[config.mk]
export PLATFORM = sky130hd
export DESIGN_NAME = hash_cmd_arbiter_flat
export DESIGN_NICKNAME = d
export VERILOG_FILES = /design/src/rtl/hash_cmd_arbiter_pkg.sv /design/src/rtl/hash_cmd_arbiter_if.sv /design/src/rtl/hash_cmd_arbiter_rr.sv /design/src/rtl/hash_cmd_arbiter.sv /design/src/flat_wrapper.sv
export SDC_FILE = /design/constraint.sdc
export NUM_CORES = 1
export LEC_CHECK = 0
export BUFFER_PORTS_ARGS = -buffer_cell sky130_fd_sc_hd__buf_2
export CAP_MARGIN = 30
export CELL_PAD_IN_SITES_DETAIL_PLACEMENT = 0
export CELL_PAD_IN_SITES_GLOBAL_PLACEMENT = 1
export CORE_MARGIN = 2
export CORE_UTILIZATION = 34
export DETAILED_ROUTE_END_ITERATION = 7
export PLACE_DENSITY = 0.93
export SETUP_SLACK_MARGIN = 0.5
export SYNTH_ARGS = -nofsm -noshare
export SYNTH_HDL_FRONTEND = slang
export SYNTH_SLANG_ARGS = --single-unit
[constraint.sdc]
create_clock -name clk -period 7.5 [get_ports clk]
set_clock_uncertainty 0.05 [all_clocks]
set_input_delay 1.5 -clock clk [delete_from_list [all_inputs] [get_ports clk]]
set_output_delay 1.5 -clock clk [all_outputs]
set_load 0.02 [all_outputs]
[src/rtl/hash_cmd_arbiter_pkg.sv]
// Shared types for the hash command arbiter and its requesters.
// Command/return payloads, arbiter states and default sizing.
package HASH_TYPEDEFS_P;

  localparam int HASH_NUM_REQ        = 3;
  localparam int HASH_TIMEOUT_CYCLES = 256;

  typedef enum logic [1:0] {
    CMD_NOP,
    CMD_FIND,
    CMD_INSERT,
    CMD_DELETE
  } hash_op_t;

  typedef enum logic [1:0] {
    RET_NONE,
    RET_FOUND,
    RET_NOT_FOUND,
    RET_ERROR
  } hash_ret_code_t;

  typedef struct packed {
    hash_op_t    cmd;
    logic [15:0] key;
    logic [31:0] data;
  } hash_cmd_intf_t;

  typedef struct packed {
    hash_ret_code_t hash_ret;
    logic [15:0]    hash_node_addr;
    logic [31:0]    hash_data;
  } hash_ret_intf_t;

  typedef enum logic [1:0] {
    ARB_IDLE,
    ARB_ISSUE,
    ARB_WAIT,
    ARB_RESP
  } hash_arb_state_t;

  function automatic int hash_idx_w(int n);
    return (n > 1) ? $clog2(n) : 1;
  endfunction

  function automatic hash_ret_intf_t hash_timeout_ret();
    hash_ret_intf_t r;
    r.hash_ret       = RET_ERROR;
    r.hash_node_addr = '0;
    r.hash_data      = '0;
    return r;
  endfunction

endpackage

[src/rtl/hash_cmd_arbiter_if.sv]
// Engine-side command/return bundle of the hash arbiter.
// master = arbiter, slave = hash engine.
interface hash_cmd_arbiter_if;
  import HASH_TYPEDEFS_P::*;

  logic           hash_cmd_valid;
  hash_cmd_intf_t hash_cmd;
  logic           hash_cmd_ready;
  logic           hash_ret_valid;
  hash_ret_intf_t hash_ret;

  modport master (
    output hash_cmd_valid,
    output hash_cmd,
    input  hash_cmd_ready,
    input  hash_ret_valid,
    input  hash_ret
  );

  modport slave (
    input  hash_cmd_valid,
    input  hash_cmd,
    output hash_cmd_ready,
    output hash_ret_valid,
    output hash_ret
  );

endinterface

[src/rtl/hash_cmd_arbiter_rr.sv]
// Round-robin pick: first set request above last, wrapping.
// Purely combinational.
module rr_priority_select #(
  parameter int N  = 3,
  parameter int IW = (N > 1) ? $clog2(N) : 1
) (
  input  logic [N-1:0]  req,
  input  logic [IW-1:0] last,
  output logic [IW-1:0] idx,
  output logic          any
);

  logic [IW-1:0] cand;

  // Walk downward so the closest candidate is written last.
  always_comb begin
    cand = '0;
    idx  = last;
    any  = |req;
    for (int i = N; i >= 1; i--) begin
      cand = IW'((int'(last) + i) % N);
      if (req[cand]) begin
        idx = cand;
      end
    end
  end

endmodule

[src/rtl/hash_cmd_arbiter.sv]
// Shares one hash engine among NUM_REQ requesters, one command
// in flight, round-robin grant and a return timeout.
module hash_cmd_arbiter
  import HASH_TYPEDEFS_P::*;
#(
  parameter int NUM_REQ        = HASH_NUM_REQ,
  parameter int TIMEOUT_CYCLES = HASH_TIMEOUT_CYCLES
) (
  input  logic                        clk,
  input  logic                        rst_n,
  input  logic          [NUM_REQ-1:0] req_valid,
  input  hash_cmd_intf_t [NUM_REQ-1:0] req_cmd,
  output logic          [NUM_REQ-1:0] req_ready,
  output logic          [NUM_REQ-1:0] rsp_valid,
  output hash_ret_intf_t              rsp,
  hash_cmd_arbiter_if.master          eng,
  output logic                        busy,
  output logic                        timeout_err
);

  localparam int IW = hash_idx_w(NUM_REQ);
  localparam int CW = hash_idx_w(TIMEOUT_CYCLES);

  localparam logic [CW-1:0]      CNT_MAX  = CW'(TIMEOUT_CYCLES - 1);
  localparam logic [IW-1:0]      LAST_RST = IW'(NUM_REQ - 1);
  localparam logic [NUM_REQ-1:0] ONE      = NUM_REQ'(1);

  hash_arb_state_t state_q, state_d;
  logic [IW-1:0]   grant_q, grant_d;
  logic [IW-1:0]   last_grant_q, last_grant_d;
  logic [CW-1:0]   cnt_q, cnt_d;
  hash_cmd_intf_t  cmd_q, cmd_d;
  logic            cmd_valid_q, cmd_valid_d;
  hash_ret_intf_t  rsp_q, rsp_d;
  logic [NUM_REQ-1:0] rsp_valid_q, rsp_valid_d;
  logic            timeout_err_q, timeout_err_d;
  logic            busy_q, busy_d;

  logic [IW-1:0] sel_idx;
  logic          sel_any;

  rr_priority_select #(
    .N  (NUM_REQ),
    .IW (IW)
  ) u_rr (
    .req  (req_valid),
    .last (last_grant_q),
    .idx  (sel_idx),
    .any  (sel_any)
  );

  // Capture happens at the edge closing the idle cycle.
  assign req_ready = (rst_n && state_q == ARB_IDLE && sel_any)
                   ? (ONE << sel_idx) : '0;

  always_comb begin
    state_d       = state_q;
    grant_d       = grant_q;
    last_grant_d  = last_grant_q;
    cnt_d         = cnt_q;
    cmd_d         = cmd_q;
    cmd_valid_d   = cmd_valid_q;
    rsp_d         = rsp_q;
    rsp_valid_d   = '0;
    timeout_err_d = 1'b0;
    unique case (state_q)
      ARB_IDLE: begin
        if (sel_any) begin
          grant_d     = sel_idx;
          cmd_d       = req_cmd[sel_idx];
          cmd_valid_d = 1'b1;
          state_d     = ARB_ISSUE;
        end
      end
      ARB_ISSUE: begin
        if (eng.hash_cmd_ready) begin
          cmd_valid_d = 1'b0;
          cnt_d       = '0;
          state_d     = ARB_WAIT;
        end
      end
      ARB_WAIT: begin
        // A return on the last counted cycle beats the timeout.
        if (eng.hash_ret_valid) begin
          rsp_d       = eng.hash_ret;
          rsp_valid_d = ONE << grant_q;
          state_d     = ARB_RESP;
        end else if (cnt_q == CNT_MAX) begin
          rsp_d         = hash_timeout_ret();
          rsp_valid_d   = ONE << grant_q;
          timeout_err_d = 1'b1;
          state_d       = ARB_RESP;
        end else begin
          cnt_d = cnt_q + CW'(1);
        end
      end
      ARB_RESP: begin
        last_grant_d = grant_q;
        state_d      = ARB_IDLE;
      end
      default: begin
        state_d = ARB_IDLE;
      end
    endcase
    busy_d = (state_d != ARB_IDLE);
  end

  always_ff @(posedge clk) begin
    if (!rst_n) begin
      state_q       <= ARB_IDLE;
      grant_q       <= '0;
      last_grant_q  <= LAST_RST;
      cnt_q         <= '0;
      cmd_q         <= '0;
      cmd_valid_q   <= 1'b0;
      rsp_q         <= '0;
      rsp_valid_q   <= '0;
      timeout_err_q <= 1'b0;
      busy_q        <= 1'b0;
    end else begin
      state_q       <= state_d;
      grant_q       <= grant_d;
      last_grant_q  <= last_grant_d;
      cnt_q         <= cnt_d;
      cmd_q         <= cmd_d;
      cmd_valid_q   <= cmd_valid_d;
      rsp_q         <= rsp_d;
      rsp_valid_q   <= rsp_valid_d;
      timeout_err_q <= timeout_err_d;
      busy_q        <= busy_d;
    end
  end

  assign eng.hash_cmd_valid = cmd_valid_q;
  assign eng.hash_cmd       = cmd_q;
  assign rsp                = rsp_q;
  assign rsp_valid          = rsp_valid_q;
  assign timeout_err        = timeout_err_q;
  assign busy               = busy_q;

endmodule

[src/flat_wrapper.sv]
// flat-port wrapper written by rule: the top's interface ports become plain ports
module hash_cmd_arbiter_flat import HASH_TYPEDEFS_P::*;
#(
  parameter int NUM_REQ        = HASH_NUM_REQ,
  parameter int TIMEOUT_CYCLES = HASH_TIMEOUT_CYCLES
)
  (clk, rst_n, req_valid, req_cmd, req_ready, rsp_valid, rsp, busy, timeout_err, eng_hash_cmd_valid, eng_hash_cmd, eng_hash_cmd_ready, eng_hash_ret_valid, eng_hash_ret);
  hash_cmd_arbiter_if eng_i ();
  input  logic clk;
  input  logic rst_n;
  input  logic          [NUM_REQ-1:0] req_valid;
  input  hash_cmd_intf_t [NUM_REQ-1:0] req_cmd;
  output logic          [NUM_REQ-1:0] req_ready;
  output logic          [NUM_REQ-1:0] rsp_valid;
  output hash_ret_intf_t rsp;
  output logic busy;
  output logic timeout_err;
  output wire logic [$bits(eng_i.hash_cmd_valid)-1:0] eng_hash_cmd_valid;
  output wire logic [$bits(eng_i.hash_cmd)-1:0] eng_hash_cmd;
  input wire logic [$bits(eng_i.hash_cmd_ready)-1:0] eng_hash_cmd_ready;
  input wire logic [$bits(eng_i.hash_ret_valid)-1:0] eng_hash_ret_valid;
  input wire logic [$bits(eng_i.hash_ret)-1:0] eng_hash_ret;
  assign eng_hash_cmd_valid = eng_i.hash_cmd_valid;
  assign eng_hash_cmd = eng_i.hash_cmd;
  assign eng_i.hash_cmd_ready = eng_hash_cmd_ready;
  assign eng_i.hash_ret_valid = eng_hash_ret_valid;
  assign eng_i.hash_ret = eng_hash_ret;
  hash_cmd_arbiter #(.NUM_REQ(NUM_REQ), .TIMEOUT_CYCLES(TIMEOUT_CYCLES)) u_core (.clk(clk), .rst_n(rst_n), .req_valid(req_valid), .req_cmd(req_cmd), .req_ready(req_ready), .rsp_valid(rsp_valid), .rsp(rsp), .eng(eng_i), .busy(busy), .timeout_err(timeout_err));
endmodule
==> impl_results.md <==
- Status: complete, no violations
- Drt pass-1 iters: 4
- FP Rows: 46
- Fraction of layout cells with a size suffix above 1: 0.393
- Leak Pwr: about 3.6 nW
- Routed wire per std cell: 15.0 um
- Worst-case headroom to the max-slew limit: 0.419
- Worst-Skew Late Latency: 0.40 ns
- # H-tree levels: 4
- P&R area growth vs syn: 40.6%
- Final Power: roughly 0.0020 W
- CTS Root Cell: clkbuf_16
- Initial Util: 0.351
- Cells after synthesis: 636
- Synth Area in Adders: 0.00891
- Crit path kind: in2out
- Cell area power density: 250 nW/um^2
- Final WS setup: ~2.6 ns
- Pin count of the biggest net entering global routing: slightly above 100
- Die span in x: 133 um
- Gate power share: 0.190
- Worst-Margin Slew: 0.871 ns
- CP max FO: 51
- Setup bufs post-CTS: 0
- Peak supply drop: 0.147 mV
- Num ports: around 320
- Synth Area in Compound Gates: 0.206
- Int Pwr: ~0.0014 W
- Clock Path Buffers: 2
- Yosys top cell by area: dfxtp_1
- Fin crit share: 0.660
- Mean post-synth cell area: 8.83 sq um
- Count of cell types in the netlist: 48
- Yosys warns: 0
- Vias in the first global route: 5,362
- Maxcap violations: 0
- Min Tclk post-route: 4.95 ns
- Simple-Gate Fraction of Synth Area: 0.189
- Clock sinks: 120
- DIE AREA: roughly 18,000 sq um
- EDFF count, synth: 0
- Switching power: 0.000557 W
- Ys flop type: dfxtp_1
- Fmax: 202 MHz
- Async set-or-reset flop fraction in the synthesized netlist: 0
- TNS Setup: 0 ns
- Synth top area share: 0.428
- Inserted Clock Buffers: 17
- Final Hold Violating Endpoints: 0
- CTS tree: done
- Final nets: 1,129
- Top post-synthesis cells by area: dfxtp_1 43%, mux2_1 9.0%, a22oi_1 6.5%
- Core footprint: 16,000 sq um
- Switching Fraction: 0.282
- Vias: between 5,000 and 6,000
- Clock power share: 0.447
- Drt initial violations: 166
- Die Y: 133 um
- CP required: 5.95 ns
- CP Capture Type: primary output
- Placement Setup Slack: 2.56 ns
- Mux share of post-synthesis cell area: 0.106
- Final Slew Violations: 0
- Sequential share of the synthesized area: 0.428
- Port bufs: 315
- Post-route DRC violation count: 0
- Final setup viols: 0
- Largest family of logic cells by synthesized area: compound AO/OA/AOI/OAI gates
- Vias/cell: 4.95
- Critical Path AT: 3.40 ns
- Post-synthesis xor/xnor area fraction: 0.00780
- #FFs+latches synth: 120
- GPL Wtd Cong: 0.812
- Mapped Area: 5620 sq um
- Post-detail-place hpwl: 12,300 um
- # hold bufs at CTS: 0
- Post-DRT Antenna Nets: 0
- Worst setup SP type: input port
- Unrepaired setup endpoints after global routing: no
- Fill cells: 1,570
- Most frequent cells after synthesis: 120 x dfxtp_1, 65 x nand2_1, 60 x nand3_1, 55 x o21ai_0, 54 x nor2b_1
- Initial antenna violation count: 1
- Total track usage: 0.193
- Most numerous cell in the Yosys netlist: dfxtp_1
- Total global routing overflow: 0
- Multi-input logic area: 2930 sq um
- Clock-pin slew of the registers on the worst-case setup and hold paths: 0.06 ns
- Reg power frac: 0.363
- Syn_nets: 847
- First-pass GRT wire length: 27,300 um
- Hold Crit Class: reg2reg
- Final WL: 17,200 um
- Post_cts resized: 0
- Storage cell area: roughly 2400 sq um
==> power groups by stage <==
stage          Sequential [W]  Combinational, W  Clock, W
6_report             0.000717          0.000375  0.000882
5_1_grt              0.000723          0.000414  0.000937
4_1_cts              0.000716          0.000380  0.000904
3_5_place_dp         0.000729          0.000379         0
3_3_place_gp         0.000727          0.000378         0
2_1_floorplan        0.000787          0.000177         0
==> flip-flops by register name (all words and copies together), names as in the netlist <==
register and flops:
u_core.cnt_q 8, u_core.rsp_valid 3, u_core.eng.hash_cmd 50, u_core.timeout_err 1
u_core.rsp 50, u_core.last_grant_q 2, u_core.busy 1, u_core.eng.hash_cmd_valid 1
u_core.grant_q 2, u_core.state_q 2
==> kinds of logic (layout without fill, tap and decap cells) <==
group | after synthesis | in the layout
XOR/XNOR | 5 | 5
AND/OR/NAND/NOR | 211 | 211
multiplexers | 52 | 52
flip-flops | 120 | 120
other | 0 | 1
buffers and inverters | 64 | 359
adder cells (fa/ha/maj) | 4 | 4
AO/OA/AOI/OAI | 180 | 180
==> per-layer routing <==
metal	up-vias	track usage	share of wire	routed length [um]
met1	2567	0.221	0.42	7220
met4	0	0.0585	0.017	295
met3	22	0.0575	0.065	1130
met5	-	0	0	0
li1	2868	-	-	-
met2	226	0.344	0.50	8600
==> path summary, 6_finish.rpt <==
path | from | end | slack (ns) | cells after the start
max | req_valid[2] | req_ready[1] | 2.55 | 8
min | u_core.cnt_q[1]$_SDFFE_PN0P_ | u_core.cnt_q[1]$_SDFFE_PN0P_ | 0.43 | 2
min reg2reg | u_core.cnt_q[1]$_SDFFE_PN0P_ | u_core.cnt_q[1]$_SDFFE_PN0P_ | 0.43 | 2
max reg2reg | u_core.last_grant_q[0]$_SDFFE_PN0N_ | u_core.eng.hash_cmd[0]$_SDFFE_PN0P_ | 4.44 | 8
==> layout by cell type (no fill, tap or decap), types with 2 or more instances in the layout <==
cell type / Yosys / routed
bufinv_16: 0 / 4
xnor2_1: 2 / 2
a22oi_1: 49 / 49
clkbuf_16: 0 / 17
mux2_1: 45 / 45
clkinvlp_4: 0 / 2
nor3b_1: 2 / 2
o21a_1: 2 / 2
nand3_1: 60 / 60
buf_4: 2 / 8
ha_1: 4 / 4
mux2_2: 5 / 5
nor3_1: 5 / 5
inv_6: 0 / 4
a21boi_0: 4 / 4
nand2_1: 65 / 65
a31oi_1: 50 / 50
nand2b_1: 3 / 3
nand4_1: 3 / 3
clkinv_4: 0 / 2
nor2b_1: 54 / 54
nor2_1: 12 / 12
o21ai_0: 55 / 55
xor2_1: 3 / 3
clkbuf_8: 0 / 2
dfxtp_1: 120 / 120
a21oi_1: 8 / 7
inv_1: 4 / 4
buf_2: 10 / 315
==> through the flow <==
step                      hold slack [ns]   util  instances  instance area, sq um
final                               0.431  0.494       1148                  7900
after global routing                0.455  0.494       1148                  7900
after CTS                           0.435  0.494       1147                  7900
after detailed placement            0.423  0.453       1115                  7250
after global placement              0.413  0.453       1115                  7250
after floorplan                     0.404      -        636                  5620
==> critical path, stage by stage <==
cell and delay (ns):
buf_2 0.15, o21a_1 0.19, o31ai_1 0.42, a211o_2 0.18
buf_4 0.44, nand3_1 0.17, nor2_1 0.12, buf_2 0.17
==> layout make-up <==
class | count | area share
multi-input cells | 452 | 0.371
clock inverters | 12 | 0.0238
well taps | 216 | 0.0342
flip-flops and latches | 120 | 0.304
clock buffers | 20 | 0.0578
repair buffers | 323 | 0.207
diodes | 1 | 0.000317
inverters | 4 | 0.00190
(Power assumes the default switching activity.)
